==> src/rtl/tomasulo_pkg.sv <==
// Shared Tomasulo core definitions: instruction layout, opcodes and the
// opcode classifier used by the issue queue.
package tomasulo_pkg;

  localparam int unsigned INST_W    = 16;

  // Instruction field positions
  localparam int unsigned OP_MSB    = 15;
  localparam int unsigned OP_LSB    = 13;
  localparam int unsigned DEST_MSB  = 12;
  localparam int unsigned DEST_LSB  = 10;
  localparam int unsigned SRC1_MSB  = 9;
  localparam int unsigned SRC1_LSB  = 7;
  localparam int unsigned SRC2_MSB  = 6;
  localparam int unsigned SRC2_LSB  = 4;
  localparam int unsigned SPARE_MSB = 3;
  localparam int unsigned SPARE_LSB = 0;

  // Legal opcodes; anything with op[2] set is illegal
  localparam logic [2:0] OP_ADD = 3'b000;
  localparam logic [2:0] OP_SUB = 3'b001;
  localparam logic [2:0] OP_MUL = 3'b010;
  localparam logic [2:0] OP_DIV = 3'b011;

  typedef enum logic [1:0] {
    CLS_ADD,
    CLS_MUL,
    CLS_ILL
  } op_class_t;

  // Map an opcode onto the reservation station class that executes it
  function automatic op_class_t classify(input logic [2:0] op);
    op_class_t cls;
    case (op)
      OP_ADD, OP_SUB: cls = CLS_ADD;
      OP_MUL, OP_DIV: cls = CLS_MUL;
      default:        cls = CLS_ILL;
    endcase
    return cls;
  endfunction

endpackage

==> src/rtl/issue_fifo.sv <==
// Instruction FIFO for the issue queue: storage, wrapping pointers,
// occupancy count and empty/full flags. Head data is read combinationally.
module issue_fifo #(
  parameter int unsigned DEPTH = 8,
  parameter int unsigned CNT_W = $clog2(DEPTH) + 1,
  parameter int unsigned WIDTH = 16
) (
  input  logic             Clock,
  input  logic             Reset,
  input  logic             push,
  input  logic             pop,
  input  logic [WIDTH-1:0] wdata,
  output logic [WIDTH-1:0] rdata,
  output logic             empty,
  output logic             full,
  output logic [CNT_W-1:0] count
);

  localparam int unsigned PTR_W = $clog2(DEPTH);

  logic [WIDTH-1:0] mem [DEPTH];
  logic [PTR_W-1:0] wr_ptr;
  logic [PTR_W-1:0] rd_ptr;

  assign rdata = mem[rd_ptr];
  assign empty = (count == '0);
  assign full  = (count == CNT_W'(DEPTH));

  // Storage write at the tail; contents need no reset
  always_ff @(posedge Clock) begin
    if (push) begin
      mem[wr_ptr] <= wdata;
    end
  end

  // Pointer and occupancy bookkeeping; pointers wrap naturally at DEPTH
  always_ff @(posedge Clock) begin
    if (Reset) begin
      wr_ptr <= '0;
      rd_ptr <= '0;
      count  <= '0;
    end else begin
      if (push) begin
        wr_ptr <= wr_ptr + PTR_W'(1);
      end
      if (pop) begin
        rd_ptr <= rd_ptr + PTR_W'(1);
      end
      if (push && !pop) begin
        count <= count + CNT_W'(1);
      end else if (pop && !push) begin
        count <= count - CNT_W'(1);
      end
    end
  end

endmodule

==> src/rtl/issue_queue.sv <==
// In-order issue queue: buffers fetched instructions, classifies the head
// and dispatches it to the adder or multiplier reservation station.
// Optional feature macro: ISSUE_STALL_CNT_EN adds a saturating stallCount.
module issue_queue
  import tomasulo_pkg::*;
#(
  parameter int unsigned DEPTH = 8,
  parameter int unsigned CNT_W = $clog2(DEPTH) + 1
) (
  input  logic              Clock,
  input  logic              Reset,
  input  logic [INST_W-1:0] instIn,
  input  logic              instInValid,
  output logic              instInReady,
  input  logic              adderFull,
  input  logic              multFull,
  output logic [INST_W-1:0] instruction,
  output logic              Adderin,
  output logic              Multin,
  output logic              invalidOp,
`ifdef ISSUE_STALL_CNT_EN
  output logic [15:0]       stallCount,
`endif
  output logic [CNT_W-1:0]  count
);

  logic              push;
  logic              pop;
  logic              empty;
  logic              full;
  logic [INST_W-1:0] head;
  op_class_t         head_cls;
  logic              add_go;
  logic              mul_go;
  logic              ill_go;

  assign instInReady = !full;
  assign push        = instInValid && !full;

  issue_fifo #(
    .DEPTH(DEPTH),
    .CNT_W(CNT_W),
    .WIDTH(INST_W)
  ) u_fifo (
    .Clock(Clock),
    .Reset(Reset),
    .push (push),
    .pop  (pop),
    .wdata(instIn),
    .rdata(head),
    .empty(empty),
    .full (full),
    .count(count)
  );

  // Head dispatch decision. The per-class holdoff is exactly the previous
  // cycle's dispatch pulse, so Adderin/Multin double as the holdoff flags.
  always_comb begin
    head_cls = classify(head[OP_MSB:OP_LSB]);
    add_go   = 1'b0;
    mul_go   = 1'b0;
    ill_go   = 1'b0;
    if (!empty) begin
      case (head_cls)
        CLS_ADD: add_go = !adderFull && !Adderin;
        CLS_MUL: mul_go = !multFull && !Multin;
        default: ill_go = 1'b1;
      endcase
    end
    pop = add_go || mul_go || ill_go;
  end

  // Registered dispatch pulses and the instruction bus to the stations
  always_ff @(posedge Clock) begin
    if (Reset) begin
      instruction <= '0;
      Adderin     <= 1'b0;
      Multin      <= 1'b0;
      invalidOp   <= 1'b0;
    end else begin
      Adderin   <= add_go;
      Multin    <= mul_go;
      invalidOp <= ill_go;
      if (add_go || mul_go) begin
        instruction <= head;
      end
    end
  end

`ifdef ISSUE_STALL_CNT_EN
  // Count cycles where a queued head fails to leave, saturating at all-ones
  always_ff @(posedge Clock) begin
    if (Reset) begin
      stallCount <= '0;
    end else if (!empty && !pop && (stallCount != '1)) begin
      stallCount <= stallCount + 16'd1;
    end
  end
`endif

endmodule
==> config.mk <==
export PLATFORM = sky130hd
export DESIGN_NAME = issue_queue
export DESIGN_NICKNAME = d
export VERILOG_FILES = /design/src/rtl/tomasulo_pkg.sv /design/src/rtl/issue_fifo.sv /design/src/rtl/issue_queue.sv
export SDC_FILE = /design/constraint.sdc
export NUM_CORES = 1
export LEC_CHECK = 0
export BUFFER_PORTS_ARGS = -buffer_cell sky130_fd_sc_hd__buf_2
export CAP_MARGIN = 20
export CORE_MARGIN = 4
export CORE_UTILIZATION = 30
export DETAILED_ROUTE_END_ITERATION = 10
export PLACE_DENSITY_LB_ADDON = 0.1
export SETUP_SLACK_MARGIN = 0.05
export SYNTH_ARGS = -nofsm -noshare
export SYNTH_HDL_FRONTEND = slang
export SYNTH_SLANG_ARGS = --single-unit
==> constraint.sdc <==
create_clock -name Clock -period 6.48 [get_ports Clock]
set_clock_uncertainty 0.2 [all_clocks]
set_input_delay 1.296 -clock Clock [delete_from_list [all_inputs] [get_ports Clock]]
set_output_delay 1.296 -clock Clock [all_outputs]
set_load 0.03 [all_outputs]
Word-level counts from Yosys, hierarchy flattened
Memory sizes are Yosys's and may differ from the RTL's. A register that Yosys moved wholly into a read port is not among the register bits.
Cells that the tools add are included.
{ "totals": {"reg_bits": 29, "ram_bits": 128, "output_inout_bits": 24, "word_cells": 51, "mem_count": 1} }
{ "classes": {"add_sub_neg": 4, "n_eq_ne": 5, "n_mux": 13, "reduce_logical": 21} }
{ "mem_list": {"columns": ["name", "words", "width", "rd", "rd_clocked_by_memory_dff", "write_ports", "line_no", "rtl"], "rows": [
  ["u_fifo.mem", 8, 16, 1, 1, 1, "issue_fifo.sv:21", "logic [WIDTH-1:0] mem [DEPTH];"]
]} }
{ "ops": {"columns": ["op", "count"], "rows": [
  ["1-bit two-way mux", 8],
  ["4-bit two-way mux", 2],
  ["1-bit zero test", 7],
  ["3-bit by 1-bit adder with 3-bit output, second input constant", 2],
  ["3-bit by 2-bit == test with 1-bit output, second input constant", 2],
  ["3-bit two-way mux", 2],
  ["2-bit OR reduction", 3],
  ["1-bit logical AND", 5],
  ["4-bit by 1-bit adder with 4-bit output, second input constant", 1],
  ["4-bit == test, second input constant", 1],
  ["4-bit zero test", 1],
  ["2-bit one-hot mux with 2 select lines", 1],
  ["4-bit by 1-bit subtractor with 4-bit output, second input constant", 1],
  ["3-bit by 1-bit == test with 1-bit output, second input constant", 1],
  ["3-bit zero test", 1],
  ["2-bit by 1-bit == test with 1-bit output, second input constant", 1],
  ["2-bit zero test", 1],
  ["1-bit logical OR", 2],
  ["2-bit nonzero test", 1]
]} }

Logic depth before layout (Yosys ltp)
Gate-level depths: netlist of the first run.
{ "logic_depth": {"depth_word": 11, "ltp_mapped": 14, "depth_no_buf": 13} }

Hierarchy
A second synthesis of the first run with hierarchy kept.
{ "hier_totals": {"hier_cells": 337, "hier_area_um2": 6382.4} }
{ "by_module_without_submodules": {"columns": ["module", "n_inst", "cells_per_inst", "area_per_inst_um2"], "rows": [
  ["issue_fifo", 1, 254, 5530.3],
  ["issue_queue", 1, 83, 852.1]
]} }

Least setup slack after synthesis of the first run
No wires, ideal clock.
{ "synth_timing": {"path_type": "in2reg", "startpoint": "input adderFull", "endpoint": "register u_fifo.count[3]", "arrival_ps": 3558, "required_time_ps": 6209, "slack_ps": 2651, "path_stages": 12, "path_buffers": 0, "cell_sequence": "or2_2 a31o_2 a31oi_1 inv_1 ha_1 inv_1 ha_1 a21o_1 a21oi_1 xnor2_1 or3_1 a21oi_1"} }
{ "synth_between": {"elab_chain_cells": 9, "elab_cells_between_ends": 11, "cone_classes": "mux: 3; reduce/logical: 8"} }
{ "synth_rtl": {"columns": ["element", "line_no", "rtl"], "rows": [
  ["start: declaration", "issue_queue.sv:15", "input logic adderFull,"],
  ["1-bit zero test (*)", "issue_queue.sv:65", "CLS_ADD: add_go = !adderFull && !Adderin;"],
  ["1-bit logical AND (*)", "issue_queue.sv:65", null],
  ["1-bit two-way mux (*)", "issue_queue.sv:64", "case (head_cls)"],
  ["1-bit two-way mux (*)", "issue_queue.sv:63", "if (!empty) begin"],
  ["1-bit logical OR (*) (2 in a row)", "issue_queue.sv:70", "pop = add_go || mul_go || ill_go;"],
  ["1-bit zero test", "issue_fifo.sv:49", "if (push && !pop) begin"],
  ["1-bit logical AND", "issue_fifo.sv:49", null],
  ["4-bit two-way mux or 2-bit nonzero test (tied branches)", null, null],
  ["end signal: assignment", "issue_fifo.sv:50", "count <= count + CNT_W'(1);"],
  ["end signal: assignment", "issue_fifo.sv:52", "count <= count - CNT_W'(1);"],
  ["end: declaration", "issue_fifo.sv:16", "output logic [CNT_W-1:0] count"]
]} }
Mark *: on every way between the ends. The rest lies on a longest branch, timed or not.
A chain may end at the register's enable or synchronous reset.

==> impl_metrics.toml, run 1 <==
[logic_synthesis]
synth_area_per_cell_um2 = 18.01
synth_edf_count = 128
ys_ff_latch = 160
synth-main-ff-cell = "edfxtp_1"
yosysUniqueCellTypes = 38
syn_nets = 377
yosys_warnings = 0
ys_seq_area_share_pct = 71.13
async_flop_share_pct = 0
postSynthCellCount = 350
synth_area_um2 = 6305

[setup_path]
end_kind = "flip-flop"
crit_path_max_fanout = 24
required_ps = 6620
r2r_slack_ps = 2450
cp.arrival_ps = 4170
timing_worst_setup_path_type = "flip-flop to flip-flop"
startpoint_type = "flip-flop"

[floorplanning]
num_rows = 52
die_h_um = 153.0
start_util_pct = 30.86
ioPinCount = 45
dieArea_um2 = 23400
core-area_um2 = 20430
dieWidth_um = 153.0

[sta]
maxSlewViolCount = 0
setup_tns_ps = 0
rsz0062_at_grt = "no"
postLayoutSetupSlackWorst_ps = 2445
hold_viol_final = 0
setup_viol = 0
period_share_pct = 62.26
max_slew_margin_pct = 38.59
tightest_slew_ps = 921.2
fmaxAchievable_ghz = 0.2479
min_period_ps = 4035

[clock_network]
clock_sinks = 160
cts_tree = "done"
root_buffer = "clkbuf_16"
htree_levels = 4
ctsResizeCount = 0
hold_buffers = 0
cts_buffers = 17
clkTransAtPathRegs_ps = 60
insertion_delay_ps = 410
post_cts_buffers = 0
cts_max_path_buffers = 2

[run]
max-cap-violations = 0

[finish]
final_layout_size_suffix_gt1_share_pct = 33.02
syn_to_final_growth_pct = 17.92
num-nets-final = 435
diodes = 0
layout_common_cells = "edfxtp_1 (128), buf_2 (44), dfxtp_1 (31), mux4_2 (30), nor2_1 (29)"
fin_area_um2 = 7435
layout_commonest_cell = "edfxtp_1"
utilization_pct = 36.39
fill_cells = 1927

[global_route]
antenna_found_initial = 0
use_met1_pct = 14.57
grt-busiest-layer = "met2"
grt_start_max_net_pins = 48
grt_pass1_vias = 3364
use_met2_pct = 19.16
met3_usage_pct = 2.969
grt_usage_pct = 11.53
gr-total-overflow = 0
grt_pass1_wl_um = 20110

[detailed_routing]
wire_per_inst_um = 18.76
dr.pass1.iters = 4
drt_iter0_markers = 153
vias_per_cell = 4.517
vias = 3121
wirelength_um = 12960
drc = 0
ant_nets = 0

[run_status]
status = "finished, final reports clean"

[pwr]
powerDensity_nw_per_um2 = 400.5
p_total_mw = 2.978
vdd_drop_max_uv = 169.6
p_leak_nw = 2.557

[place]
dpl_cell_area_um2 = 6878
routabilityCongestion = 0.7574
hpwlAfterDp_um = 7405
dp_slack_ps = 2337
portBuffers = 44

[worst_hold_path]
hold_start = "instruction[14]"
hold_path.class = "flip-flop to flip-flop"
-- report_power, final --
part | switching [mW] | total [mW] | internal (mW) | leakage (nW)
clock | 0.386 | 0.949 | 0.564 | 0.267
sequential | 0.0515 | 1.25 | 1.20 | 1.42
combinational | 0.423 | 0.776 | 0.354 | 0.868
-- cells in the mapped netlist (2+ instances only) --
cell,number,area [µm²]
o21ai_0,2,10.01
nand3b_1,3,22.52
mux2i_1,20,200.2
buf_1,3,11.26
edfxtp_1,128,3844
ha_1,5,62.56
xor2_1,2,17.52
nand2b_1,6,37.54
xnor2_1,2,17.52
mux4_2,30,675.7
nor2b_1,15,93.84
buf_2,3,15.01
clkbuf_1,8,30.03
a21oi_1,6,30.03
nor2_1,29,108.9
or2_2,2,12.51
nor3_1,7,35.03
buf_6,2,22.52
mux2_2,8,90.09
dfxtp_1,32,640.6
mux2_4,10,150.1
inv_1,5,18.77
a31oi_1,2,12.51
nand2_1,6,22.52
-- routing by layer --
layer	wire [µm]	up-vias
li1	-	1463
met1	5853	1603
met2	6555	44
met3	383	11
met4	171	0
met5	0	-
-- state kept, by name (all words and copies together) (netlist names), named ones only --
| register | count |
|---|---|
| Multin | 1 |
| Adderin | 1 |
| u_fifo.count | 4 |
| u_fifo.rd_ptr | 3 |
| invalidOp | 1 |
| u_fifo.mem | 128 |
| instruction | 16 |
| u_fifo.wr_ptr | 3 |
-- critical path, stage by stage (launching register included) --
cell     delay, ps
dfxtp_2        560
buf_4          520
mux4_2         570
mux2_4         300
inv_1           70
a31oi_1        160
inv_1          110
ha_1           180
inv_1           90
ha_1           290
a21o_1         180
a21oi_1        180
xnor2_1         90
or3_1          300
a21oi_1        130
-- area by class of cell --
type	count	area, µm²	share of cell area [%]
clock buffer	21	440.4	5.924
tap	270	337.8	4.544
inverter	5	18.77	0.2524
sequential	160	4486	60.33
timing repair buffer	55	302.8	4.073
multi-input combinational	169	1733	23.31
clock inverter	11	116.4	1.565
-- cells by family after synthesis --
kind of cell / share of synthesized area (%)
fa+ha+maj: 1.310
simple gates: 6.053
mux: 17.70
buf+inv: 1.548
flops: 71.13
compound gates: 1.707
xor+xnor: 0.5558
-- final timing paths --
| kind | cells after the start | to |
|---|---|---|
| worst min-delay path | 2 | instruction[14] |
| worst max-delay path | 14 | u_fifo.count[3] |
| worst min register to register | 2 | instruction[14] |
| worst max register to register | 14 | u_fifo.count[3] |
-- through the flow --
stage	hold WS, ps	cells
after detailed placement	275.8	659
after global placement	279.6	659
after floorplan	268.2	350
after CTS	282.7	691
after global routing	317.6	691
final	279.5	691
(Power assumes the default switching activity.)
==> run 2: changes to the inputs <==
==> constraint.sdc (replaced) <==
create_clock -name Clock -period 4.1 [get_ports Clock]
set_clock_uncertainty 0.2 [all_clocks]
set_input_delay 0.82 -clock Clock [delete_from_list [all_inputs] [get_ports Clock]]
set_output_delay 0.82 -clock Clock [all_outputs]
set_load 0.03 [all_outputs]
==> run 2 against run 1 <==
Worst hold slack worse by 11 ps. Combinational power is 60% higher. Register-to-register slack worse by 1700 ps. Via count is 0.99% higher. Die area stayed put. Cell area is 1.2% higher. Power is 63% higher. Global-route usage is 0.093 points lower. Sequential share of layout area is 0.73 points lower. Flip-flop and latch count stayed put. Non-clock buffer count is 4 higher. Setup slack worse by 1700 ps. Critical path type unchanged. Highest routed layer is now met5.
==> impl_metrics.toml, run 2 (synthesized netlist as in run 1, its figures left out) <==
[run_status]
status = "finished, final reports clean"

[place]
routabilityCongestion = 0.7132
portBuffers = 44
hpwlAfterDp_um = 7637
dp.cells = 663
dpl_cell_area_um2 = 6908

[detailed_routing]
drc = 0
wire_per_inst_um = 18.52
wirelength_um = 12870
vias = 3152
vias_per_cell = 4.535
ant_nets = 0
dr.pass1.iters = 4
drt_iter0_markers = 201

[sta]
max_slew_margin_pct = 36.80
rsz0062_at_grt = "no"
min_period_ps = 3395
maxSlewViolCount = 0
tightest_slew_ps = 948.0
hold_viol_final = 0
period_share_pct = 82.81
setup_tns_ps = 0
fmaxAchievable_ghz = 0.2945
setup_viol = 0

[clock_network]
ctsResizeCount = 0
post_cts_buffers = 0
clkTransAtPathRegs_ps = 60
insertion_delay_ps = 420
htree_levels = 4
cts_tree = "done"
cts_buffers = 17
cts_max_path_buffers = 2
root_buffer = "clkbuf_16"
hold_buffers = 0
clock_sinks = 160

[floorplanning]
ioPinCount = 45
die_h_um = 153.0
dieArea_um2 = 23400
num_rows = 52
start_util_pct = 30.86
core-area_um2 = 20430
dieWidth_um = 153.0

[finish]
largest_reg_flops = 128
final_layout_size_suffix_gt1_share_pct = 34.12
diodes = 0
instances_no_fill = 695
syn_to_final_growth_pct = 19.37
layout_common_cells = "edfxtp_1 (128), buf_2 (44), dfxtp_1 (31), mux4_2 (30), nor2_1 (29)"
num-nets-final = 439
reg.largest.list = "u_fifo.mem: 128 flops, instruction: 16 flops, u_fifo.count: 4 flops"
fin_area_um2 = 7526
layout_commonest_cell = "edfxtp_1"
top_register = "u_fifo.mem"

[pwr]
p_clk_share_pct = 33.5
p_total_mw = 4.853
comb_power_share_pct = 25.6
p_sw_mw = 1.357
powerDensity_nw_per_um2 = 644.9
vdd_drop_max_uv = 218.7
swShare_pct = 27.96
p_int_mw = 3.496
p_seq_share_pct = 40.9
p_leak_nw = 2.615

[setup_path]
timing_worst_setup_path_type = "flip-flop to flip-flop"
required_ps = 4240
crit_path_max_fanout = 8
end_kind = "flip-flop"
startpoint_type = "flip-flop"
reg2regPathDepth = 14
cp.arrival_ps = 3540

[global_route]
grt_start_max_net_pins = 48
grt_pass1_wl_um = 19940
grt_pass1_vias = 3307
grt_usage_pct = 11.44
gr-total-overflow = 0
antenna_found_initial = 1

[worst_hold_path]
min_delay_path_depth = 2
hold_path.class = "flip-flop to flip-flop"

[run]
max-cap-violations = 0
==> run 2: cell count changes in the layout (fill, tap and decap cells not counted) <==
| cell | before | now |
|---|---|---|
| clkbuf_8 | 0 | 4 |
| clkinvlp_4 | 3 | 1 |
| clkinv_2 | 5 | 3 |
| buf_4 | 11 | 15 |
| bufinv_16 | 2 | 3 |
| clkbuf_1 | 4 | 2 |
| inv_6 | 0 | 1 |
==> run 2: path summary, 6_finish.rpt <==
path / from / end / slack [ps]
min: instruction[14] / instruction[14] / 270
max: flip-flop / u_fifo.count[3] / 700
min reg2reg: instruction[14] / instruction[14] / 270
max reg2reg: flip-flop / u_fifo.count[3] / 700
==> run 2: per-layer routing <==
| metal | GRT usage (%) | wire length (µm) |
|---|---|---|
| met2 | 18.97 | 6352 |
| met3 | 3.364 | 410 |
| met4 | 3.818 | 161 |
| met1 | 14.42 | 5932 |
| met5 | 0 | 13 |
==> run 2: cell type report <==
cell class | instances | area, µm²
fill | 1946 | 12900
sequential | 160 | 4486
multi-input combinational | 169 | 1733
clock buffer | 23 | 488.0
tap | 270 | 337.8
timing repair buffer | 59 | 332.8
clock inverter | 9 | 130.1
inverter | 5 | 18.77
==> run 2: per-stage QoR <==
step | hold WS, ps | utilization, % | setup WS (ps)
floorplan | 268.2 | - | 747.1
global placement | 275.9 | 33.81 | 608.1
detailed placement | 269.6 | 33.81 | 577.2
CTS | 279.1 | 36.84 | 687.5
global route | 306.0 | 36.84 | 385.6
finish | 268.8 | 36.84 | 704.7
==> run 2: worst max-delay path, cell delays in order (launching register included) <==
cell	delay (ps)
dfxtp_2	470
mux2_2	360
a2bb2oi_1	180
a31o_2	310
a31oi_1	170
buf_4	160
inv_1	40
ha_1	190
inv_1	120
ha_1	240
a21o_1	180
a21oi_1	170
xnor2_1	90
or3_1	310
a21oi_1	130
==> run 2: power groups by stage <==
| stage | logic [mW] | clock network [mW] | registers [mW] |
|---|---|---|---|
| after detailed placement | 1.27 | 0 | 2.02 |
| final | 1.24 | 1.63 | 1.99 |
| after global placement | 1.27 | 0 | 2.02 |
| after floorplan | 0.853 | 0 | 2.11 |
| after global routing | 1.37 | 1.75 | 2.01 |
| after CTS | 1.27 | 1.68 | 1.99 |
